--- src/rtl/pc_gen.sv ---
// Fetch-stage PC generator: selects the next PC and steers returns through a circular RAS.
module pc_gen #(
    parameter logic [31:0] RESET_PC  = 32'h0000_3000,
    parameter logic [31:0] EXC_VEC   = 32'h0000_4180,
    parameter int          RAS_DEPTH = 8
) (
    input  logic                         clk,
    input  logic                         reset,
    input  logic                         stall,
    input  logic [2:0]                   npc_sel,
    input  logic [31:0]                  d_pc,
    input  logic [25:0]                  imm,
    input  logic                         cond,
    input  logic                         link,
    input  logic                         ret,
    input  logic [31:0]                  ra,
    input  logic                         ra_valid,
    input  logic                         fix_valid,
    input  logic [31:0]                  fix_pc,
    output logic [31:0]                  pc,
    output logic [31:0]                  npc,
    output logic                         ras_stall,
    output logic                         ras_empty,
    output logic                         ras_full,
    output logic [$clog2(RAS_DEPTH):0]   ras_count
);

    localparam int PW = $clog2(RAS_DEPTH);
    localparam int CW = PW + 1;

    typedef enum logic [2:0] {
        PC_ADD_4  = 3'd0,
        PC_BRANCH = 3'd1,
        PC_JUMP   = 3'd2,
        PC_REG    = 3'd3,
        PC_EXC    = 3'd4
    } npc_sel_e;

    logic [31:0]   pc_q;
    logic [31:0]   rasMem_q [RAS_DEPTH];
    logic [PW-1:0] rasPtr_q, rasPtr_d;
    logic [CW-1:0] rasCount_q, rasCount_d;

    logic [31:0]   pcPlus4, branchTarget, jumpTarget, rasTop, pushVal;
    logic          rasIsEmpty, rasIsFull, doPush, doPop, regStall;

    always_comb begin
        pcPlus4      = pc_q + 32'd4;
        branchTarget = d_pc + 32'd4 + {{14{imm[15]}}, imm[15:0], 2'b00};
        jumpTarget   = {d_pc[31:28], imm, 2'b00};
        pushVal      = d_pc + 32'd8;
        rasTop       = rasMem_q[rasPtr_q];
        rasIsEmpty   = (rasCount_q == '0);
        rasIsFull    = (rasCount_q == CW'(RAS_DEPTH));
    end

    always_comb begin
        npc      = pcPlus4;
        regStall = 1'b0;
        doPush   = 1'b0;
        doPop    = 1'b0;
        if (fix_valid) begin
            npc = fix_pc;
        end else if (stall) begin
            npc = pc_q;
        end else begin
            case (npc_sel)
                PC_BRANCH: npc = cond ? branchTarget : pcPlus4;
                PC_JUMP: begin
                    npc    = jumpTarget;
                    doPush = link;
                end
                PC_REG: begin
                    if (ra_valid) begin
                        npc = ra;
                    end else if (!rasIsEmpty) begin
                        npc = rasTop;
                    end else begin
                        npc      = pc_q;
                        regStall = 1'b1;
                    end
                    doPop = ret && !regStall;
                end
                PC_EXC:  npc = EXC_VEC;
                default: npc = pcPlus4;
            endcase
        end
    end

    // Popping an empty stack leaves pointer and count alone; pushing a full one wraps over the oldest.
    always_comb begin
        rasPtr_d   = rasPtr_q;
        rasCount_d = rasCount_q;
        if (doPush) begin
            rasPtr_d = rasPtr_q + 1'b1;
            if (!rasIsFull) begin
                rasCount_d = rasCount_q + 1'b1;
            end
        end else if (doPop && !rasIsEmpty) begin
            rasPtr_d   = rasPtr_q - 1'b1;
            rasCount_d = rasCount_q - 1'b1;
        end
    end

    always_ff @(posedge clk or negedge reset) begin
        if (!reset) begin
            pc_q       <= RESET_PC;
            rasPtr_q   <= '0;
            rasCount_q <= '0;
            for (int i = 0; i < RAS_DEPTH; i++) begin
                rasMem_q[i] <= '0;
            end
        end else begin
            pc_q       <= npc;
            rasPtr_q   <= rasPtr_d;
            rasCount_q <= rasCount_d;
            if (doPush) begin
                rasMem_q[rasPtr_d] <= pushVal;
            end
        end
    end

    assign pc        = pc_q;
    assign ras_stall = regStall && reset;
    assign ras_empty = rasIsEmpty;
    assign ras_full  = rasIsFull;
    assign ras_count = rasCount_q;

endmodule
--- config.mk ---
export PLATFORM = sky130hd
export DESIGN_NAME = pc_gen
export DESIGN_NICKNAME = d
export VERILOG_FILES = /design/src/rtl/pc_gen.sv
export SDC_FILE = /design/constraint.sdc
export NUM_CORES = 1
export LEC_CHECK = 0
export CAP_MARGIN = 15
export CORE_ASPECT_RATIO = 1.5
export CORE_MARGIN = 2
export CORE_UTILIZATION = 40
export DETAILED_ROUTE_END_ITERATION = 10
export GPL_TIMING_DRIVEN = 1
export PLACE_DENSITY_LB_ADDON = 0.1
export REMOVE_ABC_BUFFERS = 1
export SLEW_MARGIN = 25
export SYNTH_ARGS = -nofsm -noshare
export SYNTH_HDL_FRONTEND = slang
export SYNTH_SLANG_ARGS = --single-unit
--- constraint.sdc ---
create_clock -name clk -period 3.8 [get_ports clk]
set_input_delay 0.76 -clock clk [delete_from_list [all_inputs] [get_ports clk]]
set_output_delay 0.76 -clock clk [all_outputs]
set_load 0.05 [all_outputs]
==> qor.yml, run 1 <==
die_width_um: 176
clockBufferDepth: 3
yosysUniqueCellTypes: 82
cp-start-kind: "input pin"
min_period_ps: 4030
final_layout_size_suffix_gt1_share_pct: 35.7
rows: 94
crit_required_ps: 3040
slew_headroom_pct: 35.3
htreeDepth: 1
worst_setup_path_end_kind: "output port"
clk_pin_slew_worst_paths_ps: 60
cts.sinks: 295
tightest_slew_ps: 971
synth_top_area_cell: "dfrtp_1"
cts_buffers: 30
synthArstFlopShare_pct: 100
vias_per_cell: 5.83
cts_tree: "done"
ys_seq_area_share_pct: 41.5
cts-root-buf: "clkbuf_16"
clock_latency_ps: 600
peakVddDrop_mv: 0.412
wire_per_inst_um: 24.6
crit_slowest_cell: "fa_2"
p_leak_nw: 11.5
antenna_found_initial: 0
syn_inst: 1909
drtAntennaViolNets: 0
grt_max_degree: 161
period_share_pct: 106
yosys_warnings: 0
skew_ps: 36.6
synth-main-ff-cell: "dfrtp_1"
slew_viol_final: 0
ys_seq_elements: 295
final_nets: 2618
max_freq_mhz: 248
setup-violations-final: 21
die_h_um: 262
io_buffer_count: 203
cp_max_fo: 3
io_pins: 204
grt-ovfl-total: 0
grtUsageTotal_pct: 31.8
num-fill-cells: 3711
syn_avg_cell_area_um2: 9.33
fin_cells: 3016
wirelength_um: 74200
total_power_mw: 12.8
coreArea_um2: 43900
die-area_um2: 46300
drc: 0
synth_edf_count: 0
violations: "setup timing"
powerDensity_nw_per_um2: 483
dp_hpwl_um: 55400
worst_slack_ps: -228
area_growth_pct: 49.4
grt_pass1_vias: 18057
synth_area_um2: 17800
worstPathCellList: "buf_6 -> ha_4 -> buf_4 -> inv_2 -> fa_2 -> nor2b_4 -> o2111a_2 -> o21ai_2 -> buf_4 -> nand3_2 -> a21oi_2 -> or3_1 -> a31oi_1 -> buf_4 -> buf_12"
dp_cells: 2916
diodes: 0
drt-pass1-iter-count: 6
cap_violations: 0
synth_top_area_share_pct: 41.2
slowest_delay_ps: 410
hold_viol_final: 0
gp_congestion: 0.982
hp-class: "in -> async"
drt_iter0_markers: 1577
grt_pass1_wl_um: 111000
start_util_pct: 40.6
status: "finished with violations"
critical_path_class: "in -> out"
cp.arrival_ps: 3270
num_vias: 17593
rsz0062_at_grt: "true"
postCtsHoldBufs: 0
cpMostUsedCell: "buf_4"
synth_area_leaders: "dfrtp_1, mux4_2, o21ai_0, nand2_1, a21oi_1"
-- where the power goes --
part	switching, mW	total [mW]	internal, mW
Clock	1.32	3.03	1.71
Combinational	3.17	5.86	2.69
Sequential	0.326	3.96	3.64
-- cell families (layout without fill, tap and decap cells) --
logic type / after synthesis / in the layout / share of synthesized area, %
DFF: 295 / 295 / 41.5
buffers and inverters: 177 / 708 / 4.07
AOI/OAI and AO/OA: 553 / 553 / 18.5
and+or+nand+nor: 615 / 615 / 15.6
xor gates and xnor gates: 80 / 80 / 3.98
muxes: 123 / 123 / 11.7
adders and majority gates: 66 / 66 / 4.71
-- stage by stage --
step           setup WS [ps]  setup TNS (ps)  hold slack (ps)  util, %  instance area, um2
6_report                -228           -2370              105     60.6               26600
5_1_grt                 -319           -4180              130     60.6               26600
4_1_cts                 -267           -2400              107     59.3               26000
3_5_place_dp           -1180          -54620              467     53.3               23400
3_3_place_gp           -1170          -59490              457     53.3               23400
2_1_floorplan          -2950         -550540              445        -               17200
-- metal layers --
layer / up-vias / wire length (um) / GRT usage (%)
li1: 7950 / - / -
met1: 8689 / 29000 / 40.9
met2: 770 / 36000 / 52.4
met5: - / 0 / 0
met3: 184 / 5150 / 3.78
met4: 0 / 4160 / 16.3
-- critical path: cells and delay by family --
family,cells,cell delay (ps)
buffers and inverters,6,670
adders and majority gates,2,680
and+or+nand+nor,3,590
AOI/OAI and AO/OA,4,550
-- area by class of cell --
class                      instances  area (um2)  area share (%)
inverter                          40         164           0.616
tap                              576         721            2.71
sequential                       295        7390            27.8
multi-input combinational       1437       11400            42.9
clock buffer                      41         852            3.20
clock inverter                    11         135           0.508
timing repair buffer             616        5930            22.3
-- layout by cell type (no fill, tap or decap), types with 11 or more instances in the layout --
| cell type | Yosys | layout |
|---|---|---|
| dfrtp_1 | 293 | 291 |
| buf_4 | 3 | 353 |
| buf_6 | 1 | 39 |
| and3_1 | 13 | 12 |
| inv_1 | 35 | 29 |
| mux2i_1 | 29 | 23 |
| nand2_1 | 263 | 260 |
| ha_4 | 0 | 52 |
| clkbuf_16 | 0 | 33 |
| o211ai_1 | 17 | 17 |
| mux4_2 | 64 | 64 |
| nand4_1 | 23 | 23 |
| ha_1 | 63 | 11 |
| o21ai_1 | 0 | 17 |
| buf_12 | 0 | 59 |
| xnor2_1 | 41 | 38 |
| nor3_1 | 25 | 18 |
| nor2_1 | 165 | 154 |
| a21oi_1 | 177 | 148 |
| a31oi_1 | 16 | 11 |
| mux2_2 | 28 | 27 |
| a21o_1 | 11 | 11 |
| o21ai_0 | 211 | 181 |
| buf_2 | 33 | 19 |
| a21oi_2 | 0 | 23 |
| nand3_1 | 55 | 46 |
| clkdlybuf4s50_1 | 0 | 120 |
| xor2_1 | 38 | 33 |
-- worst paths after layout --
path                                    start             to  slack (ps)  cells past startpoint
worst max-delay path                  d_pc[4]        npc[17]        -230                     15
max in group asynchronous               reset  rasMem_q[220]        2430                      2
worst max register to register   ras_count[3]  rasMem_q[193]         880                     10
min in group clk                rasMem_q[119]  rasMem_q[119]         480                      2
worst min register to register  rasMem_q[119]  rasMem_q[119]         480                      2
worst min-delay path                    reset  rasMem_q[169]         100                      1
-- what timing repair did --
item / in CTS / in global routing
resized for setup: 439 / 95
endpoints found under the setup margin: 32 / 30
setup buffers: 29 / 20
gates cloned: 1 / 2
pin swaps: 116 / 59
-- cell usage after synthesis, types with 5 or more instances --
cell type,number
mux2i_1,29
mux2_2,28
nand2b_1,6
and2_1,8
a2111oi_0,5
nor2b_1,6
o21bai_1,7
xor2_1,38
dfrtp_1,293
nor4_1,8
nand4_1,23
buf_1,6
and3_1,13
o31ai_1,5
a221oi_1,17
and4_1,6
o21a_1,6
nand2_1,263
o211ai_1,17
a22oi_1,8
mux4_2,64
clkbuf_1,94
buf_2,33
nor2_1,165
a21o_1,11
or3_1,8
a211oi_1,15
a21oi_1,177
inv_1,35
o21ai_0,211
xnor2_1,41
a31oi_1,16
o221ai_1,8
ha_1,63
a221o_1,10
nor3_1,25
nand3_1,55
-- sequential cells by signal (all words and copies together) (netlist names) --
register	cells
rasPtr_q	3
ras_count	4
pc	32
rasMem_q	256
(Power assumes the default switching activity.)
==> run 2, diff against run 1 <==
--- a/config.mk
+++ b/config.mk
@@ -5,10 +5,12 @@
 export SDC_FILE = /design/constraint.sdc
 export NUM_CORES = 1
 export LEC_CHECK = 0
+export ABC_CLOCK_PERIOD_IN_PS = 3800
 export CAP_MARGIN = 15
 export CORE_ASPECT_RATIO = 1.5
 export CORE_MARGIN = 2
 export CORE_UTILIZATION = 40
+export CTS_BUF_LIST = sky130_fd_sc_hd__clkbuf_8
 export DETAILED_ROUTE_END_ITERATION = 10
 export GPL_TIMING_DRIVEN = 1
 export PLACE_DENSITY_LB_ADDON = 0.1
==> run 2 against run 1 <==
Effect of this change:
- the flow still finishes with violations (setup timing)
- final cell count rose by 1.4%
- non-clock buffer count rose by 4
- critical endpoint is now npc[30]
- clock skew rose by 3.8 ps
- final area rose by 0.75%
==> qor.yml, run 2 (synthesis gave the netlist of run 1 again) <==
total_power_mw: 12.9
io_pins: 204
num-fill-cells: 3703
dp_hpwl_um: 55400
crit_slowest_cell: "clkdlybuf4s50_1"
crit_required_ps: 3040
cts_tree: "done"
postCtsHoldBufs: 0
clockBufferDepth: 3
rsz0062_at_grt: "true"
skew_ps: 40.4
rr_endpoint: "rasMem_q[193]"
max_freq_mhz: 248
cts.sinks: 295
final_cell_mix: "buf_4, dfrtp_1, nand2_1"
hp-class: "in -> async"
start_util_pct: 40.6
cp.arrival_ps: 3280
drt-pass1-iter-count: 5
drtAntennaViolNets: 0
drc: 0
fin_area_um2: 26800
p_leak_nw: 11.6
hold_viol_final: 0
status: "finished with violations"
die-area_um2: 46300
antenna_found_initial: 1
final_nets: 2641
peakVddDrop_mv: 0.334
grt_pass1_vias: 18187
slew_headroom_pct: 36.5
worst_setup_path_end_kind: "output port"
rows: 94
vias_per_cell: 5.76
largest_reg_flops: 256
worst_slack_ps: -236
drt_iter0_markers: 1631
cts-root-buf: "clkbuf_8"
violations: "setup timing"
final_layout_size_suffix_gt1_share_pct: 36.8
min_period_ps: 4040
powerDensity_nw_per_um2: 483
die_width_um: 176
num_vias: 17620
layout_commonest_cell: "buf_4"
clock_latency_ps: 620
wirelength_um: 73900
die_h_um: 262
r2r_slack_ps: 900
grt-ovfl-total: 0
clk_pin_slew_worst_paths_ps: 60
cp-start-kind: "input pin"
reg2reg_depth: 10
grt_max_degree: 161
io_buffer_count: 203
startpoint: "d_pc[30]"
cap_violations: 0
wire_per_inst_um: 24.2
setup-violations-final: 21
worstPathCellList: "clkdlybuf4s50_1 -> ha_1 -> ha_1 -> and2_1 -> nor2b_2 -> buf_4 -> and2_1 -> a2111o_1 -> a21oi_2 -> buf_4 -> buf_12"
grt_pass1_wl_um: 111000
cp_max_fo: 2
largest_register: "rasMem_q"
timing.rr.start: "ras_count[0]"
tightest_slew_ps: 953
grtUsageTotal_pct: 31.7
slew_viol_final: 0
coreArea_um2: 43900
crit_end: "npc[30]"
area_growth_pct: 50.5
period_share_pct: 106
slowest_delay_ps: 470
critical_path_class: "in -> out"
gp_congestion: 0.982
cts_buffers: 49
htreeDepth: 2
place_area_um2: 23400
-- run 2: what timing repair did --
action                     in CTS  in global routing
setup endpoints to repair      32                 30
pin swaps                      99                 73
resized for setup             419                130
gates cloned                    1                  1
setup buffers                  30                 24
-- run 2: area by class of cell --
| type | instances | area (um2) | area share [%] |
|---|---|---|---|
| timing repair buffer | 620 | 5950 | 22.2 |
| clock inverter | 29 | 246 | 0.920 |
| tap | 576 | 721 | 2.69 |
| clock buffer | 59 | 812 | 3.03 |
| inverter | 40 | 166 | 0.621 |
| sequential | 295 | 7390 | 27.6 |
| antenna | 1 | 2.50 | 0.00934 |
| multi-input combinational | 1437 | 11500 | 42.9 |
-- run 2: worst min path at each step --
stage                    end  slack (ps)  depth (start not counted)          start
6_report       rasMem_q[169]          80                          1          reset
5_1_grt        rasMem_q[169]          90                          1          reset
4_1_cts        rasMem_q[199]          70                          1          reset
3_5_place_dp    rasMem_q[54]         470                          2   rasMem_q[54]
3_3_place_gp    rasMem_q[31]         460                          2   rasMem_q[31]
2_1_floorplan  rasMem_q[101]         440                          2  rasMem_q[101]
-- run 2: through the flow --
step | hold WS (ps) | cells | TNS, ps | setup WS [ps] | util [%]
2_1_floorplan | 445 | 1772 | -550540 | -2950 | -
3_3_place_gp | 457 | 2916 | -59490 | -1170 | 53.3
3_5_place_dp | 467 | 2916 | -54620 | -1180 | 53.3
4_1_cts | 71.7 | 3033 | -2780 | -267 | 59.3
5_1_grt | 94.9 | 3057 | -4900 | -323 | 61.1
6_report | 80.0 | 3057 | -2940 | -236 | 61.1
-- run 2: layer usage --
layer  global-route usage [%]  vias up  wire length, um
met5                        0        -                0
met4                     17.1        0             4690
met3                     4.22      212             4610
met2                     52.1      734            35200
met1                     40.5     8666            29400
li1                         -     8008                -
-- run 2: critical path: cells and delay by family --
| family | cells | cell delay (ps) |
|---|---|---|
| adders and majority gates | 2 | 640 |
| and+or+nand+nor | 3 | 490 |
| AOI/OAI and AO/OA | 2 | 520 |
| buffers and inverters | 4 | 870 |
-- run 2: report_power, final --
group          internal (mW)  switching (mW)  total (mW)
registers               3.64           0.328        3.96
clock network           1.69            1.36        3.05
logic                   2.74            3.18        5.92
total                   8.07            4.87        12.9
